[src/rtl/branch_predictor_if.sv]
// Fetch/execute-side signal bundle of the branch predictor.
// The slave modport is the predictor; the master modport is the pipeline driving it.
interface branch_predictor_if;
    logic        stall;
    logic        PL_flush;
    logic [31:0] if_pc;
    logic        if_B_type;
    logic        if_jalr;
    logic        ex_valid;
    logic [31:0] ex_pc;
    logic        ex_B_type;
    logic        ex_jalr;
    logic        ex_taken;
    logic [31:0] ex_jalr_pc_new;
    logic        B_type_prediction_result;
    logic [31:0] jalr_pc_prediciton;
    logic [31:0] br_cnt;
    logic [31:0] mis_cnt;

    modport slave (
        input  stall, PL_flush, if_pc, if_B_type, if_jalr,
        input  ex_valid, ex_pc, ex_B_type, ex_jalr, ex_taken, ex_jalr_pc_new,
        output B_type_prediction_result, jalr_pc_prediciton, br_cnt, mis_cnt
    );

    modport master (
        output stall, PL_flush, if_pc, if_B_type, if_jalr,
        output ex_valid, ex_pc, ex_B_type, ex_jalr, ex_taken, ex_jalr_pc_new,
        input  B_type_prediction_result, jalr_pc_prediciton, br_cnt, mis_cnt
    );
endinterface

[src/rtl/branch_predictor.sv]
// Two-bit-counter direction predictor plus tagged jalr target table, trained from EX,
// with same-cycle update bypass and registered predictions for the ID stage.
module branch_predictor #(
    parameter int unsigned BHT_IDX_W = 6,
    parameter int unsigned JTB_IDX_W = 3
) (
    input  logic                clk,
    input  logic                rst_n,
    branch_predictor_if.slave   bus
);
    localparam int unsigned BHT_N = 1 << BHT_IDX_W;
    localparam int unsigned JTB_N = 1 << JTB_IDX_W;
    localparam int unsigned TAG_W = 32 - JTB_IDX_W - 2;

    logic [1:0]       bht        [BHT_N];
    logic             jtb_valid  [JTB_N];
    logic [TAG_W-1:0] jtb_tag    [JTB_N];
    logic [31:0]      jtb_target [JTB_N];

    logic             dir_q;
    logic [31:0]      tgt_q;
    logic [31:0]      br_q;
    logic [31:0]      mis_q;

    logic [BHT_IDX_W-1:0] if_bht_idx_c, ex_bht_idx_c;
    logic [JTB_IDX_W-1:0] if_jtb_idx_c, ex_jtb_idx_c;
    logic [TAG_W-1:0]     if_tag_c, ex_tag_c;
    logic                 bht_upd_c, jtb_upd_c;
    logic [1:0]           bht_cur_c, bht_new_c, lookup_ctr_c;
    logic                 jtb_hit_c;
    logic [31:0]          jtb_tgt_c, pred_tgt_c;
    logic                 pred_dir_c;
    logic                 unused_pc_bits_c;

    assign unused_pc_bits_c = ^{bus.ex_pc[1:0]};

    // Index/tag extraction, saturating counter update and bypassed lookup
    always_comb begin
        if_bht_idx_c = bus.if_pc[BHT_IDX_W+1:2];
        ex_bht_idx_c = bus.ex_pc[BHT_IDX_W+1:2];
        if_jtb_idx_c = bus.if_pc[JTB_IDX_W+1:2];
        ex_jtb_idx_c = bus.ex_pc[JTB_IDX_W+1:2];
        if_tag_c     = bus.if_pc[31:JTB_IDX_W+2];
        ex_tag_c     = bus.ex_pc[31:JTB_IDX_W+2];

        bht_upd_c = bus.ex_valid && bus.ex_B_type;
        // A conflicting B_type+jalr resolve only trains the BHT
        jtb_upd_c = bus.ex_valid && bus.ex_jalr && !bus.ex_B_type;

        bht_cur_c = bht[ex_bht_idx_c];
        bht_new_c = bht_cur_c;
        if (bus.ex_taken) begin
            if (bht_cur_c != 2'b11) bht_new_c = bht_cur_c + 2'd1;
        end else begin
            if (bht_cur_c != 2'b00) bht_new_c = bht_cur_c - 2'd1;
        end

        lookup_ctr_c = bht[if_bht_idx_c];
        if (bht_upd_c && (ex_bht_idx_c == if_bht_idx_c)) lookup_ctr_c = bht_new_c;
        pred_dir_c = lookup_ctr_c[1];

        jtb_hit_c = jtb_valid[if_jtb_idx_c] && (jtb_tag[if_jtb_idx_c] == if_tag_c);
        jtb_tgt_c = jtb_target[if_jtb_idx_c];
        if (jtb_upd_c && (ex_jtb_idx_c == if_jtb_idx_c)) begin
            jtb_hit_c = (ex_tag_c == if_tag_c);
            jtb_tgt_c = bus.ex_jalr_pc_new;
        end
        pred_tgt_c = jtb_hit_c ? jtb_tgt_c : (bus.if_pc + 32'd4);
    end

    // Prediction tables; training is independent of stall/flush
    always_ff @(posedge clk or negedge rst_n) begin
        if (!rst_n) begin
            for (int i = 0; i < int'(BHT_N); i++) bht[i] <= 2'b01;
            for (int j = 0; j < int'(JTB_N); j++) begin
                jtb_valid[j]  <= 1'b0;
                jtb_tag[j]    <= '0;
                jtb_target[j] <= 32'd0;
            end
        end else begin
            if (bht_upd_c) bht[ex_bht_idx_c] <= bht_new_c;
            if (jtb_upd_c) begin
                jtb_valid[ex_jtb_idx_c]  <= 1'b1;
                jtb_tag[ex_jtb_idx_c]    <= ex_tag_c;
                jtb_target[ex_jtb_idx_c] <= bus.ex_jalr_pc_new;
            end
        end
    end

    // Prediction output register: flush beats stall beats load
    always_ff @(posedge clk or negedge rst_n) begin
        if (!rst_n) begin
            dir_q <= 1'b0;
            tgt_q <= 32'd0;
        end else if (bus.PL_flush) begin
            dir_q <= 1'b0;
            tgt_q <= 32'd0;
        end else if (!bus.stall) begin
            dir_q <= pred_dir_c && bus.if_B_type;
            tgt_q <= bus.if_jalr ? pred_tgt_c : 32'd0;
        end
    end

    // Saturating performance counters
    always_ff @(posedge clk or negedge rst_n) begin
        if (!rst_n) begin
            br_q  <= 32'd0;
            mis_q <= 32'd0;
        end else begin
            if (bus.ex_valid && (bus.ex_B_type || bus.ex_jalr) && (br_q != 32'hFFFF_FFFF))
                br_q <= br_q + 32'd1;
            if (bus.ex_valid && bus.PL_flush && (mis_q != 32'hFFFF_FFFF))
                mis_q <= mis_q + 32'd1;
        end
    end

    assign bus.B_type_prediction_result = dir_q;
    assign bus.jalr_pc_prediciton       = tgt_q;
    assign bus.br_cnt                   = br_q;
    assign bus.mis_cnt                  = mis_q;
endmodule

[src/flat_wrapper.sv]
// flat-port wrapper written by rule: the top's interface ports become plain ports
module branch_predictor_flat 
#(
    parameter int unsigned BHT_IDX_W = 6,
    parameter int unsigned JTB_IDX_W = 3
)
  (clk, rst_n, bus_stall, bus_PL_flush, bus_if_pc, bus_if_B_type, bus_if_jalr, bus_ex_valid, bus_ex_pc, bus_ex_B_type, bus_ex_jalr, bus_ex_taken, bus_ex_jalr_pc_new, bus_B_type_prediction_result, bus_jalr_pc_prediciton, bus_br_cnt, bus_mis_cnt);
  branch_predictor_if bus_i ();
  input  logic clk;
  input  logic rst_n;
  input wire logic [$bits(bus_i.stall)-1:0] bus_stall;
  input wire logic [$bits(bus_i.PL_flush)-1:0] bus_PL_flush;
  input wire logic [$bits(bus_i.if_pc)-1:0] bus_if_pc;
  input wire logic [$bits(bus_i.if_B_type)-1:0] bus_if_B_type;
  input wire logic [$bits(bus_i.if_jalr)-1:0] bus_if_jalr;
  input wire logic [$bits(bus_i.ex_valid)-1:0] bus_ex_valid;
  input wire logic [$bits(bus_i.ex_pc)-1:0] bus_ex_pc;
  input wire logic [$bits(bus_i.ex_B_type)-1:0] bus_ex_B_type;
  input wire logic [$bits(bus_i.ex_jalr)-1:0] bus_ex_jalr;
  input wire logic [$bits(bus_i.ex_taken)-1:0] bus_ex_taken;
  input wire logic [$bits(bus_i.ex_jalr_pc_new)-1:0] bus_ex_jalr_pc_new;
  output wire logic [$bits(bus_i.B_type_prediction_result)-1:0] bus_B_type_prediction_result;
  output wire logic [$bits(bus_i.jalr_pc_prediciton)-1:0] bus_jalr_pc_prediciton;
  output wire logic [$bits(bus_i.br_cnt)-1:0] bus_br_cnt;
  output wire logic [$bits(bus_i.mis_cnt)-1:0] bus_mis_cnt;
  assign bus_i.stall = bus_stall;
  assign bus_i.PL_flush = bus_PL_flush;
  assign bus_i.if_pc = bus_if_pc;
  assign bus_i.if_B_type = bus_if_B_type;
  assign bus_i.if_jalr = bus_if_jalr;
  assign bus_i.ex_valid = bus_ex_valid;
  assign bus_i.ex_pc = bus_ex_pc;
  assign bus_i.ex_B_type = bus_ex_B_type;
  assign bus_i.ex_jalr = bus_ex_jalr;
  assign bus_i.ex_taken = bus_ex_taken;
  assign bus_i.ex_jalr_pc_new = bus_ex_jalr_pc_new;
  assign bus_B_type_prediction_result = bus_i.B_type_prediction_result;
  assign bus_jalr_pc_prediciton = bus_i.jalr_pc_prediciton;
  assign bus_br_cnt = bus_i.br_cnt;
  assign bus_mis_cnt = bus_i.mis_cnt;
  branch_predictor #(.BHT_IDX_W(BHT_IDX_W), .JTB_IDX_W(JTB_IDX_W)) u_core (.clk(clk), .rst_n(rst_n), .bus(bus_i));
endmodule
[config.mk]
export PLATFORM = sky130hd
export DESIGN_NAME = branch_predictor_flat
export DESIGN_NICKNAME = d
export VERILOG_FILES = /design/src/rtl/branch_predictor_if.sv /design/src/rtl/branch_predictor.sv /design/src/flat_wrapper.sv
export SDC_FILE = /design/constraint.sdc
export NUM_CORES = 1
export LEC_CHECK = 0
export BUFFER_PORTS_ARGS = -buffer_cell sky130_fd_sc_hd__buf_4
export CAP_MARGIN = 20
export CORE_MARGIN = 4
export CORE_UTILIZATION = 61
export DETAILED_ROUTE_END_ITERATION = 10
export HOLD_SLACK_MARGIN = 0.08
export PLACE_DENSITY_LB_ADDON = 0.1
export SYNTH_ARGS = -nofsm -noshare
export SYNTH_HDL_FRONTEND = slang
export SYNTH_SLANG_ARGS = --single-unit
[constraint.sdc]
create_clock -name clk -period 3.1 [get_ports clk]
set_clock_uncertainty 0.05 [all_clocks]
set_input_delay 0.62 -clock clk [delete_from_list [all_inputs] [get_ports clk]]
set_output_delay 0.62 -clock clk [all_outputs]
set_load 0.01 [all_outputs]
Yosys cells after proc, flatten, opt, wreduce, memory -nomap -nowiden
Index checks and enable logic that the tools add are counted.
{ "classes": {"n_addsub": 5, "n_lt_le_gt_ge": 6, "eq_ne": 8, "n_mux": 38, "bitwise_logic": 5, "n_reduce_logical": 16} }
{ "op_table": {"columns": ["cell", "n"], "rows": [
  ["$bwmux 256", 1],
  ["$mux 32", 8],
  ["$bwmux 216", 1],
  ["$bwmux 128", 1],
  ["$bmux 32 s3", 1],
  ["$demux 32 s3", 1],
  ["$bmux 27 s3", 1],
  ["$demux 27 s3", 1],
  ["$mux 27", 3],
  ["$add 32x1->32 const B", 2],
  ["$ne 32x32->1 const B", 2],
  ["$eq 27x27->1", 2],
  ["$add 32x3->32 const B", 1],
  ["$bmux 2 s6", 2],
  ["$mux 2", 9],
  ["$ge 7x7->1 const B", 2],
  ["$not 6->7", 2],
  ["$logic_and 1x1->1", 13],
  ["$demux 2 s6", 1],
  ["$ge 4x4->1 const B", 2],
  ["$not 3->4", 2],
  ["$or 8x8->8", 1],
  ["$lt 7x1->1 const B", 1],
  ["$eq 6x6->1", 1],
  ["12 further kinds", 17]
]} }
{ "word_totals": {"register_bits": 705, "input_bits": 106, "output_inout_bits": 97, "word_cells": 170} }

Depth between registers and ports, before layout
{ "logic_depth": {"depth_word": 11, "depth_mapped": 14, "ltp_nobuf": 9} }

Least setup slack after synthesis
Ideal clock, no wire load.
{ "synth_path": {"kind": "in2reg", "start": "in bus_if_pc[3]", "end": "reg u_core.tgt_q[19] (netlist: u_core.bus.jalr_pc_prediciton[19])", "t_arrival_ns": 3.025, "t_required_ns": 2.918, "path_slack_ns": -0.107, "stages": 13, "n_path_buf": 5, "path_cell_list": "buf_2 > buf_6 > clkbuf_1 > mux4_2 > mux2i_1 > xnor2_1 > nor4_1 > nand4_1 > o31ai_2 > buf_6 > buf_8 > mux2i_1 > o21ai_1"} }
{ "synth_via": {"elab_chain_cells": 11, "elab_cells_between_ends": 21, "cone_classes": "add/sub: 1; eq/ne: 2; mux: 15; bitwise: 1; reduce/logical: 2"} }
{ "synth_rtl": {"columns": ["element", "line_no", "source"], "rows": [
  ["start: declaration", "flat_wrapper.sv:13", "input wire logic [$bits(bus_i.if_pc)-1:0] bus_if_pc;"],
  ["$not 3->4 (not written as such)", "branch_predictor.sv:62, branch_predictor.sv:63", null],
  ["$bmux 27 s3", "branch_predictor.sv:62", "jtb_hit_c = jtb_valid[if_jtb_idx_c] && (jtb_tag[if_jtb_idx_c] == if_tag_c);"],
  ["$mux 27 (not written as such) (2 in a row)", "branch_predictor.sv:62", null],
  ["$eq 27x27->1", "branch_predictor.sv:62", null],
  ["$logic_and 1x1->1", "branch_predictor.sv:62", null],
  ["$mux 1", "branch_predictor.sv:64", "if (jtb_upd_c && (ex_jtb_idx_c == if_jtb_idx_c)) begin"],
  ["$mux 32 *", "branch_predictor.sv:68", "pred_tgt_c = jtb_hit_c ? jtb_tgt_c : (bus.if_pc + 32'd4);"],
  ["$mux 32 *", "branch_predictor.sv:100", "tgt_q <= bus.if_jalr ? pred_tgt_c : 32'd0;"],
  ["$mux 32 *", "branch_predictor.sv:98", "end else if (!bus.stall) begin"],
  ["$mux 32 *", "branch_predictor.sv:95", "end else if (bus.PL_flush) begin"],
  ["end signal: assignment", "branch_predictor.sv:100", null],
  ["end: declaration", "branch_predictor.sv:21", "logic [31:0] tgt_q;"]
]} }
Mark *: on every way between the ends. The rest lies on a longest branch, timed or not. The select of a mux whose other input is x is not followed.
A chain may end at the register's enable or synchronous reset.

Worst setup path after layout
{ "layout_path": {"start": "reg u_core.jtb_tag[41] in the netlist's numbering", "end": "reg u_core.tgt_q[25] (netlist: u_core.bus.jalr_pc_prediciton[25])"} }
{ "layout_via": {"elab_chain_cells": 10} }
{ "layout_rtl": {"columns": ["element", "line_no", "source"], "rows": [
  ["start: declaration", "branch_predictor.sv:17", "logic [TAG_W-1:0] jtb_tag [JTB_N];"],
  ["start signal: indexed assignment", "branch_predictor.sv:84", "jtb_tag[ex_jtb_idx_c] <= ex_tag_c;"],
  ["$bmux 27 s3", "branch_predictor.sv:62", null],
  ["$mux 27 (not written as such) (2 in a row)", "branch_predictor.sv:62", null],
  ["$eq 27x27->1", "branch_predictor.sv:62", null],
  ["$logic_and 1x1->1", "branch_predictor.sv:62", null],
  ["$mux 1", "branch_predictor.sv:64", null],
  ["$mux 32", "branch_predictor.sv:68", null],
  ["$mux 32", "branch_predictor.sv:100", null],
  ["$mux 32", "branch_predictor.sv:98", null],
  ["$mux 32", "branch_predictor.sv:95", null]
]} }
Every way passes these cells. The select of a mux whose other input is x is not followed.

==> flow_metrics.py <==
metrics = {
    "route": {
        "first_pass_iters": 5,
        "routed_wl_mm": 89.5,
        "avgViaCountPerCell": 6.25,
        "wl_per_cell_um": 25.0,
        "vias": 22373,
        "drc": 0,
        "initialDrtViolationCount": 1547,
        "ant_nets": 0,
    },
    "layout": {
        "fin_area_um2": 40400,
        "fin_cells": 3581,
        "postLayoutCoreUtil": 0.731,
        "synthToLayoutAreaGrowth_pct": 18.5,
        "insertedDiodeCount": 0,
        "fill_cells": 3575,
        "nets": 2880,
        "layout-drive-gt1-share": 0.487,
    },
    "power_and_ir_drop": {
        "ir_drop_uv": 586,
        "leakage_nw": 18.2,
        "power_mw": 24.6,
        "powerDensity_nw_per_um2": 610,
    },
    "synthesis": {
        "yosysSeqAreaShare": 0.520,
        "synth.largest_area_cell": "dfrtp_1",
        "avgSynthCellArea_um2": 13.8,
        "async_flop_share": 1.00,
        "yosys-top-cells-area": "dfrtp_1 47%, mux2_2 20%, mux4_2 9.3%",
        "syn_inst": 2472,
        "yosys_warnings": 0,
        "synth_edf_count": 0,
        "ys_types": 68,
        "netlist.area_leader.share": 0.471,
        "synth_area_um2": 34100,
        "yosysMostFrequentCell": "dfrtp_1",
        "synthFlopType": "dfrtp_1",
        "ys_top_cells_by_count": "641 x dfrtp_1, 618 x mux2_2, 141 x mux4_2, 118 x nand2_1",
        "syn-num-nets": 2581,
        "synth-seq-cells": 705,
    },
    "run_status": {
        "outcome": "completed",
    },
    "sta": {
        "fmax_mhz": 333,
        "timing.final.max_slew_violations": 0,
        "layout_min_cycle_time_ps": 3000,
        "hold_viol": 0,
        "setup_viol": 0,
        "slew_headroom": 0.303,
        "finalCritPeriodShare": 0.969,
        "worst_pin_slew_ps": 1040,
    },
    "grt": {
        "grt_antenna_before_repair": 1,
        "grt_util_all_layers": 0.303,
        "grt_pass1_wl_mm": 140,
        "grt_overflow_total": 0,
        "grt_max_degree": 70,
        "grt_pass1_vias": 23887,
    },
    "placed_design": {
        "dpl-instance-area_um2": 37800,
        "dpl.cell_count": 3438,
        "dp_hpwl_mm": 59.7,
        "gp_congestion": 0.926,
        "port_buffers": 200,
    },
    "run": {
        "drv_cap": 0,
    },
    "critical_path": {
        "critPathRequiredTime_ps": 3530,
        "cp-start-kind": "register",
        "endpoint_kind": "register",
        "cp.arrival_ps": 3430,
        "cp_cell_sequence": "mux4_2 > mux2i_1 > buf_4 > xnor2_1 > or4_1 > o31ai_4 > buf_4 > clkbuf_16 > mux2i_1 > o21ai_1",
        "path_buf_inv": 3,
        "cp_slowest_cell": "or4_1",
        "cp_slowest_stage_delay_ps": 530,
        "worstSetupPathType": "register to register",
        "cp_top_family": "multiplexers",
        "worst-path-max-fanout": 13,
    },
    "clock_network": {
        "clockBufferDepth": 3,
        "clock-sinks": 705,
        "cts_tree": "yes",
        "h-tree-depth": 3,
        "cts.clk_slew.worst_paths_ps": 60,
        "clkLatencyLatePin_ps": 610,
        "cts_made_buffers": 75,
        "root_buffer": "clkbuf_16",
    },
    "floorplanning": {
        "ios": 203,
        "rows": 86,
        "design.die.area_um2": 59700,
        "start_util": 0.617,
        "die_h_um": 244,
        "coreArea_um2": 55200,
        "die_x_um": 244,
    },
    "hold_path": {
        "hp-class": "input pin to register",
    },
}
==> final cells by class <==
type                            count  area (µm²)  share of cell area
Multi-Input combinational cell   1571       15600               0.386
Timing Repair Buffer              401        3590              0.0889
Clock inverter                     37         330             0.00818
Inverter                           17        63.8             0.00158
Clock buffer                      102        2160              0.0535
Sequential cell                   705       17700               0.439
Tap cell                          748         936              0.0232
==> flip-flops by register name, indices dropped and copies added, names as in the netlist <==
signal	cells
u_core.bus.mis_cnt	32
u_core.bus.B_type_prediction_result	1
u_core.bus.br_cnt	32
u_core.jtb_valid	8
u_core.bus.jalr_pc_prediciton	32
u_core.jtb_target	256
u_core.bht	128
u_core.jtb_tag	216
==> final timing paths <==
kind,startpoint,to,slack (ps),cells after the start
worst min register to register,u_core.jtb_valid[6],u_core.jtb_valid[6],420,1
worst max register to register,u_core.jtb_tag[41],u_core.bus.jalr_pc_prediciton[25],100,10
worst min-delay path,bus_ex_jalr_pc_new[8],u_core.jtb_target[8],260,2
min in group asynchronous,rst_n,u_core.bht[7],620,2
max in group asynchronous,rst_n,u_core.bht[56],1460,3
worst max-delay path,u_core.jtb_tag[41],u_core.bus.jalr_pc_prediciton[25],100,10
==> worst register-to-register path, stage by stage (launching register included) <==
cell       delay, ps
dfrtp_1          380
mux4_2           450
mux2i_1          230
buf_4            160
xnor2_1           80
or4_1            530
o31ai_4          280
buf_4            180
clkbuf_16        220
mux2i_1          240
o21ai_1           70
==> per-layer routing <==
| metal | global-route usage | wire [µm] | up-vias |
|---|---|---|---|
| met5 | 0 | 0 | - |
| met1 | 0.430 | 38200 | 11822 |
| met2 | 0.486 | 43200 | 759 |
| met3 | 0.0546 | 5940 | 136 |
| met4 | 0.0916 | 2220 | 0 |
| li1 | - | - | 9656 |
==> report_power, final <==
group | internal (mW) | switching [mW] | total (mW)
combinational | 2.38 | 1.73 | 4.11
sequential | 10.7 | 0.816 | 11.5
clock | 5.25 | 3.74 | 8.99
==> cells in the final DEF, fill, tap and decap left out, types with 6 or more instances in the layout <==
cell type  instances
nand4_1           25
nor2_1           104
a32oi_1            7
dfrtp_1          641
mux4_2           141
and4_1            13
and3_1            19
nor4_1            14
nand2b_1           6
buf_12            43
mux2i_1           99
clkbuf_8          16
or2_2             10
buf_4            353
nand2_1          114
clkbuf_1          10
xnor2_1          104
a221oi_1          22
nor3_1            13
and2_1            13
o21ai_0           36
xor2_1            41
clkbuf_16         77
o21ai_1           25
mux2_2           618
nor2b_1            9
a22oi_1           11
nand3_1           39
a21oi_1           16
inv_1             15
clkinv_2          22
dfstp_2           64
==> per-stage QoR <==
step / TNS (ps) / hold WS (ps) / setup slack (ps)
after floorplan: 0 / 274 / 37.0
after global placement: -34620 / 394 / -425
after CTS: 0 / 229 / 123
after detailed placement: -39300 / 399 / -464
after global routing: -0.0124 / 248 / -0.0124
final: 0 / 262 / 96.0
==> cell families after synthesis <==
kind of cell,Yosys count,synth area share
muxes,859,0.327
DFF,705,0.520
and+or+nand+nor,413,0.0599
buffers and inverters,196,0.0254
AOI/OAI and AO/OA,150,0.0291
xor gates and xnor gates,145,0.0373
adders and majority gates,4,0.00140
==> repair_timing <==
item                                    in CTS  in global routing
endpoints found under the setup margin       0                 23
setup buffers                                0                  2
endpoints found under the hold margin       34                  0
hold buffers                                 1                  0
resized for setup                            0                  2
No activity file was read; power rests on OpenSTA's default activity.
